`src/rtl/mc_pkg.sv`:
```
// Shared definitions for the multi-cycle sequencer: FSM states, opcodes and
// the encodings of every datapath select and ALU operation it drives.
// Ports: none (package).
package mc_pkg;

  typedef enum logic [3:0] {
    FETCH, DECODE, MEMADR, MEMREAD, MEMWB, MEMWRITE,
    EXECR, EXECI, ALUWB, BRANCH, JAL
  } state_e;

  localparam logic [6:0] OP_LOAD   = 7'b0000011;
  localparam logic [6:0] OP_STORE  = 7'b0100011;
  localparam logic [6:0] OP_RTYPE  = 7'b0110011;
  localparam logic [6:0] OP_ITYPE  = 7'b0010011;
  localparam logic [6:0] OP_BRANCH = 7'b1100011;
  localparam logic [6:0] OP_JAL    = 7'b1101111;

  localparam logic [2:0] ALU_ADD  = 3'b000;
  localparam logic [2:0] ALU_SUB  = 3'b001;
  localparam logic [2:0] ALU_AND  = 3'b010;
  localparam logic [2:0] ALU_OR   = 3'b011;
  localparam logic [2:0] ALU_XOR  = 3'b100;
  localparam logic [2:0] ALU_SLT  = 3'b101;
  localparam logic [2:0] ALU_SLTU = 3'b110;

  localparam logic [1:0] ASEL_PC    = 2'b00;
  localparam logic [1:0] ASEL_OLDPC = 2'b01;
  localparam logic [1:0] ASEL_RS1   = 2'b10;

  localparam logic [1:0] BSEL_RS2  = 2'b00;
  localparam logic [1:0] BSEL_IMM  = 2'b01;
  localparam logic [1:0] BSEL_FOUR = 2'b10;

  localparam logic [1:0] RES_ALUOUT = 2'b00;
  localparam logic [1:0] RES_MEM    = 2'b01;
  localparam logic [1:0] RES_ALU    = 2'b10;

  localparam logic [1:0] IMM_I = 2'b00;
  localparam logic [1:0] IMM_S = 2'b01;
  localparam logic [1:0] IMM_B = 2'b10;
  localparam logic [1:0] IMM_J = 2'b11;

endpackage

```
`src/rtl/mc_alu_decoder.sv`:
```
// Purpose: map opcode/funct3/funct7b5 to an ALU operation; flags shift funct3.
// Latency: purely combinational.
// Backpressure: none.
// Ports: opcode_i/funct3_i/funct7b5_i instruction fields in;
//        alu_control_o operation, illegal_o unsupported R/I funct3.
module alu_decoder
  import mc_pkg::*;
(
  input  logic [6:0] opcode_i,
  input  logic [2:0] funct3_i,
  input  logic       funct7b5_i,
  output logic [2:0] alu_control_o,
  output logic       illegal_o
);

  always_comb begin
    alu_control_o = ALU_ADD;
    illegal_o     = 1'b0;
    if (opcode_i == OP_BRANCH) begin
      alu_control_o = ALU_SUB;
    end else if (opcode_i == OP_RTYPE || opcode_i == OP_ITYPE) begin
      case (funct3_i)
        // funct7b5 only selects sub for register-register ops; for I-type
        // that bit belongs to the immediate.
        3'b000:  alu_control_o = (opcode_i == OP_RTYPE && funct7b5_i) ? ALU_SUB : ALU_ADD;
        3'b010:  alu_control_o = ALU_SLT;
        3'b011:  alu_control_o = ALU_SLTU;
        3'b100:  alu_control_o = ALU_XOR;
        3'b110:  alu_control_o = ALU_OR;
        3'b111:  alu_control_o = ALU_AND;
        default: illegal_o     = 1'b1;  // shifts have no ALU support
      endcase
    end
  end

endmodule

```
`src/rtl/mc_sequencer.sv`:
```
// Purpose: multi-cycle CPU control FSM with memory wait counting and abort.
// Latency: zero-wait lw 5, sw/R/I/jal 4, branch 3, illegal 2 cycles.
// Backpressure: holds in FETCH/MEMREAD/MEMWRITE until mem_ready, aborts to FETCH after WAIT_MAX waits.
// Ports: clk, reset (sync, active-low); instruction, N/Z/C/V flags, mem_ready in;
//        memory/strobe/select/ALU control outputs, mem_timeout and illegal_instr pulses out.
module mc_sequencer
  import mc_pkg::*;
#(
  parameter int unsigned WAIT_MAX = 15
) (
  input  logic        clk,
  input  logic        reset,
  input  logic [31:0] instruction,
  input  logic        N,
  input  logic        Z,
  input  logic        C,
  input  logic        V,
  input  logic        mem_ready,
  output logic        mem_req,
  output logic        dmem_wren,
  output logic        adr_sel,
  output logic        pc_wren,
  output logic        ir_wren,
  output logic        regfile_wren,
  output logic [1:0]  ALU_asel,
  output logic [1:0]  ALU_bsel,
  output logic [1:0]  result_sel,
  output logic [1:0]  ximm_sel,
  output logic [2:0]  ALU_control,
  output logic        mem_timeout,
  output logic        illegal_instr
);

  localparam logic [7:0] WAIT_LIM = WAIT_MAX[7:0];

  state_e     state_q, state_d;
  logic [7:0] wait_q, wait_d;
  logic [6:0] opcode;
  logic [2:0] funct3;
  logic [2:0] dec_alu;
  logic       dec_ill;
  logic       wait_expired;
  logic       unused_instr_bits;

  assign opcode            = instruction[6:0];
  assign funct3            = instruction[14:12];
  assign unused_instr_bits = ^{instruction[31], instruction[29:15], instruction[11:7]};
  // Only meaningful while a memory access is outstanding and not completing.
  assign wait_expired      = (wait_q == WAIT_LIM) && !mem_ready;

  alu_decoder u_alu_decoder (
    .opcode_i      (opcode),
    .funct3_i      (funct3),
    .funct7b5_i    (instruction[30]),
    .alu_control_o (dec_alu),
    .illegal_o     (dec_ill)
  );

  always_comb begin
    state_d       = state_q;
    mem_req       = 1'b0;
    dmem_wren     = 1'b0;
    adr_sel       = 1'b0;
    pc_wren       = 1'b0;
    ir_wren       = 1'b0;
    regfile_wren  = 1'b0;
    ALU_asel      = ASEL_PC;
    ALU_bsel      = BSEL_RS2;
    result_sel    = RES_ALUOUT;
    ximm_sel      = IMM_I;
    ALU_control   = ALU_ADD;
    mem_timeout   = 1'b0;
    illegal_instr = 1'b0;

    case (state_q)
      FETCH: begin
        mem_req    = 1'b1;
        ALU_bsel   = BSEL_FOUR;
        result_sel = RES_ALU;
        if (mem_ready) begin
          ir_wren = 1'b1;
          pc_wren = 1'b1;
          state_d = DECODE;
        end else if (wait_expired) begin
          mem_timeout = 1'b1;
        end
      end
      DECODE: begin
        // Precompute branch/jump target from old_PC while decoding.
        ALU_asel = ASEL_OLDPC;
        ALU_bsel = BSEL_IMM;
        ximm_sel = IMM_B;
        case (opcode)
          OP_LOAD, OP_STORE: state_d = MEMADR;
          OP_RTYPE:          state_d = EXECR;
          OP_ITYPE:          state_d = EXECI;
          OP_BRANCH:         state_d = BRANCH;
          OP_JAL: begin
            ximm_sel = IMM_J;
            state_d  = JAL;
          end
          default: begin
            illegal_instr = 1'b1;
            state_d       = FETCH;
          end
        endcase
      end
      MEMADR: begin
        ALU_asel = ASEL_RS1;
        ALU_bsel = BSEL_IMM;
        ximm_sel = (opcode == OP_STORE) ? IMM_S : IMM_I;
        state_d  = (opcode == OP_STORE) ? MEMWRITE : MEMREAD;
      end
      MEMREAD: begin
        mem_req = 1'b1;
        adr_sel = 1'b1;
        if (mem_ready) begin
          state_d = MEMWB;
        end else if (wait_expired) begin
          mem_timeout = 1'b1;
          state_d     = FETCH;
        end
      end
      MEMWB: begin
        result_sel   = RES_MEM;
        regfile_wren = 1'b1;
        state_d      = FETCH;
      end
      MEMWRITE: begin
        mem_req   = 1'b1;
        adr_sel   = 1'b1;
        dmem_wren = 1'b1;
        if (mem_ready) begin
          state_d = FETCH;
        end else if (wait_expired) begin
          dmem_wren   = 1'b0;
          mem_timeout = 1'b1;
          state_d     = FETCH;
        end
      end
      EXECR, EXECI: begin
        ALU_asel      = ASEL_RS1;
        ALU_bsel      = (state_q == EXECI) ? BSEL_IMM : BSEL_RS2;
        ALU_control   = dec_alu;
        illegal_instr = dec_ill;
        state_d       = dec_ill ? FETCH : ALUWB;
      end
      ALUWB: begin
        regfile_wren = 1'b1;
        state_d      = FETCH;
      end
      BRANCH: begin
        ALU_asel    = ASEL_RS1;
        ALU_bsel    = BSEL_RS2;
        ALU_control = ALU_SUB;
        case (funct3)
          3'b000:  pc_wren = Z;
          3'b001:  pc_wren = !Z;
          3'b100:  pc_wren = N ^ V;
          3'b101:  pc_wren = !(N ^ V);
          3'b110:  pc_wren = !C;
          3'b111:  pc_wren = C;
          default: illegal_instr = 1'b1;
        endcase
        state_d = FETCH;
      end
      JAL: begin
        ALU_asel = ASEL_OLDPC;
        ALU_bsel = BSEL_FOUR;
        pc_wren  = 1'b1;
        state_d  = ALUWB;
      end
      default: state_d = FETCH;
    endcase

    // A timeout that stays in FETCH must still restart the count.
    if (!mem_req || mem_ready || mem_timeout || state_d != state_q) begin
      wait_d = 8'd0;
    end else begin
      wait_d = wait_q + 8'd1;
    end

    if (!reset) begin
      mem_req       = 1'b0;
      dmem_wren     = 1'b0;
      adr_sel       = 1'b0;
      pc_wren       = 1'b0;
      ir_wren       = 1'b0;
      regfile_wren  = 1'b0;
      ALU_asel      = 2'b00;
      ALU_bsel      = 2'b00;
      result_sel    = 2'b00;
      ximm_sel      = 2'b00;
      ALU_control   = 3'b000;
      mem_timeout   = 1'b0;
      illegal_instr = 1'b0;
    end
  end

  always_ff @(posedge clk) begin
    if (!reset) begin
      state_q <= FETCH;
      wait_q  <= 8'd0;
    end else begin
      state_q <= state_d;
      wait_q  <= wait_d;
    end
  end

endmodule

```
`config.mk`:
```
export PLATFORM = sky130hd
export DESIGN_NAME = mc_sequencer
export DESIGN_NICKNAME = d
export VERILOG_FILES = /design/src/rtl/mc_pkg.sv /design/src/rtl/mc_alu_decoder.sv /design/src/rtl/mc_sequencer.sv
export SDC_FILE = /design/constraint.sdc
export NUM_CORES = 1
export LEC_CHECK = 0
export ABC_AREA = 1
export CORE_AREA = 2 2 54 56
export DETAILED_ROUTE_END_ITERATION = 10
export DIE_AREA = 0 0 56 58
export GPL_TIMING_DRIVEN = 1
export MAX_ROUTING_LAYER = met4
export PLACE_DENSITY_LB_ADDON = 0.25
export REMOVE_ABC_BUFFERS = 1
export SETUP_SLACK_MARGIN = 0.02
export SYNTH_ARGS = -nofsm -noshare
export SYNTH_HDL_FRONTEND = slang
export SYNTH_SLANG_ARGS = --single-unit
```
`constraint.sdc`:
```
create_clock -name clk -period 1.95 [get_ports clk]
set_input_delay 0.39 -clock clk [delete_from_list [all_inputs] [get_ports clk]]
set_output_delay 0.39 -clock clk [all_outputs]
set_load 0.05 [all_outputs]
```
# --- Word level (Yosys, flattened, before mapping) ---
# Index checks and enable logic that the tools add are counted.
word_totals:
  input_bits: 39
  elab_cells: 108
  reg_bits: 12
  out_inout_bits: 19
op_classes:
  n_bitwise: 2
  reduce_logical: 26
  add_sub_neg: 1
  mux: 52
  eq_ne: 25
op_table:
  columns: ["operator", "count"]
  rows:
  - ["two-way mux 1 bit", 28]
  - ["one-hot mux 4 bit (7 select lines)", 1]
  - ["two-way mux 4 bit", 5]
  - ["one-hot mux 4 bit (5 select lines)", 1]
  - ["one-hot mux 3 bit (6 select lines)", 1]
  - ["OR reduction 6 bit", 3]
  - ["== test 4 x 3 -> 1 bit (second input constant)", 4]
  - ["OR reduction 2 bit", 8]
  - ["== test 7 x 6 -> 1 bit (second input constant)", 2]
  - ["== test 7 bit (second input constant)", 2]
  - ["== test 3 bit (second input constant)", 4]
  - ["== test 4 bit (second input constant)", 3]
  - ["two-way mux 3 bit", 4]
  - ["one-hot mux 2 bit (2 select lines)", 3]
  - ["adder 8 x 1 -> 8 bit (second input constant)", 1]
  - ["== test 4 x 2 -> 1 bit (second input constant)", 2]
  - ["== test 8 x 4 -> 1 bit (second input constant)", 1]
  - ["two-way mux 2 bit", 4]
  - ["== test 7 x 2 -> 1 bit (second input constant)", 1]
  - ["== test 7 x 5 -> 1 bit (second input constant)", 1]
  - ["== test 3 x 2 -> 1 bit (second input constant)", 2]
  - ["one-hot mux 1 bit (3 select lines)", 2]
  - ["one-hot mux 1 bit (6 select lines)", 1]
  - ["one-hot mux 2 bit (3 select lines)", 1]
  - ["13 further kinds", 21]

# --- Logic depth before layout (Yosys ltp) ---
logic_depth:
  word_depth: 10
  mapped_depth: 10
  mapped_depth_nobuf: 10

# --- By module ---
# From an unflattened synthesis, not the netlist that was laid out.
unflattened:
  cells_unflattened: 202
  hier_area_um2: 1127.3
by_module_without_submodules:
  columns: ["module", "seq_area_each_um2", "area_per_inst_um2", "n_inst", "cells_each"]
  rows:
  - ["mc_sequencer", 240.2, 1009.7, 1, 174]
  - ["alu_decoder", 0.0, 117.6, 1, 28]

# --- Least setup slack after synthesis ---
# No wires, ideal clock.
synth_path:
  kind: "flip-flop to output port"
  from: "reg wait_q[0]"
  to: "out mem_timeout"
  t_required_ns: 1.560
  path_buffers: 0
  stages_incl_launch_ff: 6
  arrival_ns: 2.434
  slack_ns: -0.874
  cell_sequence: "dfxtp_1 > ha_1 > nand2_1 > nor2_2 > nand3_1 > nor4_1"
synth_between:
  elab_chain_len: 6
synth_rtl:
  columns: ["item", "line_no", "source"]
  rows:
  - ["start, declared", "mc_sequencer.sv:37", "logic [7:0] wait_q, wait_d;"]
  - ["start signal, assigned", "mc_sequencer.sv:206", "wait_q <= wait_d;"]
  - ["== test 8 x 4 -> 1 bit", "mc_sequencer.sv:49", "assign wait_expired = (wait_q == WAIT_LIM) && !mem_ready;"]
  - ["logical AND 1 bit", "mc_sequencer.sv:49", null]
  - ["two-way mux 1 bit", "mc_sequencer.sv:84, mc_sequencer.sv:119, mc_sequencer.sv:135", null]
  - ["two-way mux 1 bit", "mc_sequencer.sv:80", "if (mem_ready) begin"]
  - ["two-way mux 1 bit", null, null]
  - ["two-way mux 1 bit", "mc_sequencer.sv:183", "if (!reset) begin"]
  - ["end, declared", "mc_sequencer.sv:30", "output logic mem_timeout,"]
# Every way passes these cells.

# --- Final worst setup path ---
layout_path:
  from: "reg state_q[3]"
  to: "out ALU_bsel[0]"
layout_between:
  elab_chain_len: 4
  word_cells_on_any_way: 12
  cone_classes: "eq/ne (5); mux (3); reduce/logical (4)"
layout_rtl:
  columns: ["item", "line_no", "source"]
  rows:
  - ["start, declared", "mc_sequencer.sv:36", "state_e state_q, state_d;"]
  - ["start signal, assigned", "mc_sequencer.sv:205", "state_q <= state_d;"]
  - ["== test 4 x 3 -> 1 bit, or another cell as far along", "mc_sequencer.sv:75, mc_sequencer.sv:143", null]
  - ["two-way mux 1 bit, or another cell as far along", "mc_sequencer.sv:143", "ALU_bsel = (state_q == EXECI) ? BSEL_IMM : BSEL_RS2;"]
  - ["one-hot mux 2 bit (3 select lines) *", "mc_sequencer.sv:75", "case (state_q)"]
  - ["two-way mux 2 bit *", "mc_sequencer.sv:183", null]
  - ["end, declared", "mc_sequencer.sv:26", "output logic [1:0] ALU_bsel,"]
# Mark *: on every way between the ends. The rest lies on a longest branch, timed or not.

==> impl_metrics.ini <==
[clocking]
htreeDepth = 1
cts_buffer_depth = 2
clock_latency_ns = 0.29
clock_sinks = 12
cts_tree = yes
clkTransAtPathRegs_ns = 0.10
numCtsBuffers = 3
clock_tree.root_cell = clkbuf_4

[global_route]
grt.total_usage_pct = 22.52
grt-ovfl-total = 0
grt_pass1_wl_mm = 5.761
antenna_found_initial = 0
grt_max_degree = 10
first_global_vias = 1441

[hold_path]
holdPathStages = 2
hold_class = register to register

[timing]
fin_setup_tns_ns = -0.2802
clock.fmax_mhz = 495.8
period_needed_ns = 2.017
fin_skew_ns = 0.01149
slew_viol_final = 0
setup_viol = 6
finalWorstSetupSlack_ns = -0.06683
tightest_slew_ns = 0.3473
min_period_over_period_pct = 103.4
relSlewSlack_pct = 76.60
hold_violations = 0
rsz0062_at_grt = yes

[die]
start_util_pct = 39.76
die-height_um = 58
die-area_sq_um = 3248
die_width_um = 56
core_area_sq_um = 2663
io_pins = 58
rows = 19

[yosys]
yosysSeqAreaShare_pct = 22.70
yosys_warnings = 0
synth_edf_count = 0
synth_top_area_share_pct = 22.70
syn_inst = 184
synth-seq-cells = 12
yosysTopAreaCell = dfxtp_1
syn_area_per_cell_sq_um = 5.753
synthTopCellsByCount = nand2_1 (38), nor2_1 (30), inv_1 (25)
synthFlopType = dfxtp_1
synth_area_leaders = dfxtp_1 (23%), nand2_1 (13%), nor2_1 (11%), inv_1 (8.9%), nand3_1 (7.6%)
ys_types = 25
async_reset_ff_share_pct = 0
synth_most_common_cell = nand2_1
synth_area_sq_um = 1059

[power]
leakagePower_nw = 0.9486
ir_drop_v = 0.0004960
p_per_area_nw_per_um2 = 339.7
total_power_w = 0.0007290

[outcome]
status = complete, but fails checks
violations = setup timing

[place]
post-place-ws_ns = -0.3463
gp_congestion = 0.8545
place_area_sq_um = 1821
io_buffers = 36
place_hpwl_mm = 2.339

[detailed_routing]
first_pass_iters = 4
drt_wl_total_mm = 3.587
vias_per_cell = 5.194
vias = 1501
dr.first_iter.drc_count = 35
drc = 0
post_drt_wl_per_cell_um = 12.41
antenna_left = 0

[worst_setup_path]
crit_fanout = 4
required_ns = 1.56
r2r_cells = 13
path_class = register to primary output
cp.arrival_ns = 1.63
cp-start-kind = register
endpoint_kind = primary output

[final_layout]
layout.nets = 299
antenna_cells = 0
final_area_sq_um = 2146
area_growth_pct = 102.7
layout-drive-gt1-share_pct = 51.94

[flow_run]
maxCapViolCount = 0
-- power by group --
group	leakage, nW	switching [W]	internal, W
Sequential	0.100	0.00000485	0.000248
Clock	0.0210	0.000102	0.000114
Combinational	0.828	0.000142	0.000118
Total	0.949	0.000248	0.000481
-- critical path, cell delays in order (launching register included) --
cell and delay, ns:
dfxtp_2 0.38, inv_1 0.08, nand2_1 0.15, nor2_4 0.08, buf_4 0.15, o31ai_1 0.23
inv_1 0.10, buf_12 0.16
-- flip-flops by register name, summed over array words and instances (netlist names) --
register  cells
wait_q        8
state_q       4
-- placed cells by master, fill, tap and decap left out, types with 2 or more instances in the layout --
| cell | netlist | layout |
|---|---|---|
| nand2_4 | 1 | 2 |
| o21ai_0 | 7 | 5 |
| nand4_1 | 4 | 4 |
| clkbuf_2 | 0 | 2 |
| inv_1 | 25 | 16 |
| a21oi_2 | 2 | 8 |
| nor2_1 | 30 | 15 |
| inv_2 | 4 | 11 |
| o21ai_1 | 0 | 2 |
| nand3_4 | 0 | 3 |
| buf_4 | 0 | 35 |
| clkbuf_4 | 0 | 3 |
| nor2_4 | 2 | 10 |
| nor3_2 | 1 | 3 |
| inv_4 | 0 | 2 |
| nor2_2 | 11 | 18 |
| xor2_1 | 2 | 2 |
| dfxtp_1 | 12 | 6 |
| clkdlybuf4s50_1 | 0 | 4 |
| nand3b_1 | 2 | 2 |
| nand3_1 | 16 | 11 |
| nand2_1 | 38 | 36 |
| dfxtp_2 | 0 | 5 |
| nor3_1 | 4 | 2 |
| dlygate4sd2_1 | 0 | 9 |
| nand3_2 | 0 | 2 |
| a21oi_1 | 12 | 5 |
| nand2_2 | 3 | 4 |
| buf_12 | 0 | 19 |
-- what timing repair did --
action                                  in CTS  in global routing
gates resized for setup                     63                 24
hold buffers                                 0                  0
buffers inserted                            11                  1
pin swaps                                   16                  5
endpoints found under the setup margin      14                 16
-- final timing paths --
path                    startpoint                     to  slack (ns)
min           wait_q[3]$_SDFF_PP0_   wait_q[3]$_SDFF_PP0_        0.49
min reg2reg   wait_q[3]$_SDFF_PP0_   wait_q[3]$_SDFF_PP0_        0.49
max          state_q[3]$_SDFF_PN0_            ALU_bsel[0]       -0.07
max reg2reg  state_q[3]$_SDFF_PN0_  state_q[2]$_SDFF_PN0_        0.09
-- through the flow --
| stage | std cells | hold slack, ns | util, % |
|---|---|---|---|
| final | 289 | 0.4886 | 80.59 |
| after global routing | 289 | 0.5240 | 80.59 |
| after CTS | 288 | 0.4854 | 77.96 |
| after detailed placement | 273 | 0.4742 | 68.37 |
| after global placement | 273 | 0.4624 | 68.37 |
| after floorplan | 182 | 0.4389 | - |
-- final cells by class --
cell class / count / area [sq um]
Tap cell: 31 / 38.79
Timing Repair Buffer: 72 / 807.0
Clock buffer: 4 / 36.28
Multi-Input combinational cell: 140 / 895.9
Fill cell: 176 / 516.7
Sequential cell: 12 / 250.2
Inverter: 30 / 117.6
-- kinds of logic (layout without fill, tap and decap cells) --
kind of cell | Yosys count | after routing | share of synthesized area (%)
fa+ha+maj | 1 | 1 | 1.182
simple gates | 113 | 113 | 50.36
buf+inv | 32 | 106 | 11.35
xor+xnor | 3 | 3 | 2.483
compound gates | 23 | 23 | 11.94
flops | 12 | 12 | 22.69
-- layer usage --
| layer | up-vias | share of wire (%) | GRT usage (%) |
|---|---|---|---|
| li1 | 740 | - | - |
| met1 | 678 | 37 | 22.66 |
| met2 | 68 | 54 | 43.87 |
| met3 | 15 | 5.9 | 2.455 |
| met4 | 0 | 3.5 | 9.524 |
| met5 | - | 0 | - |
(Power assumes the default switching activity.)
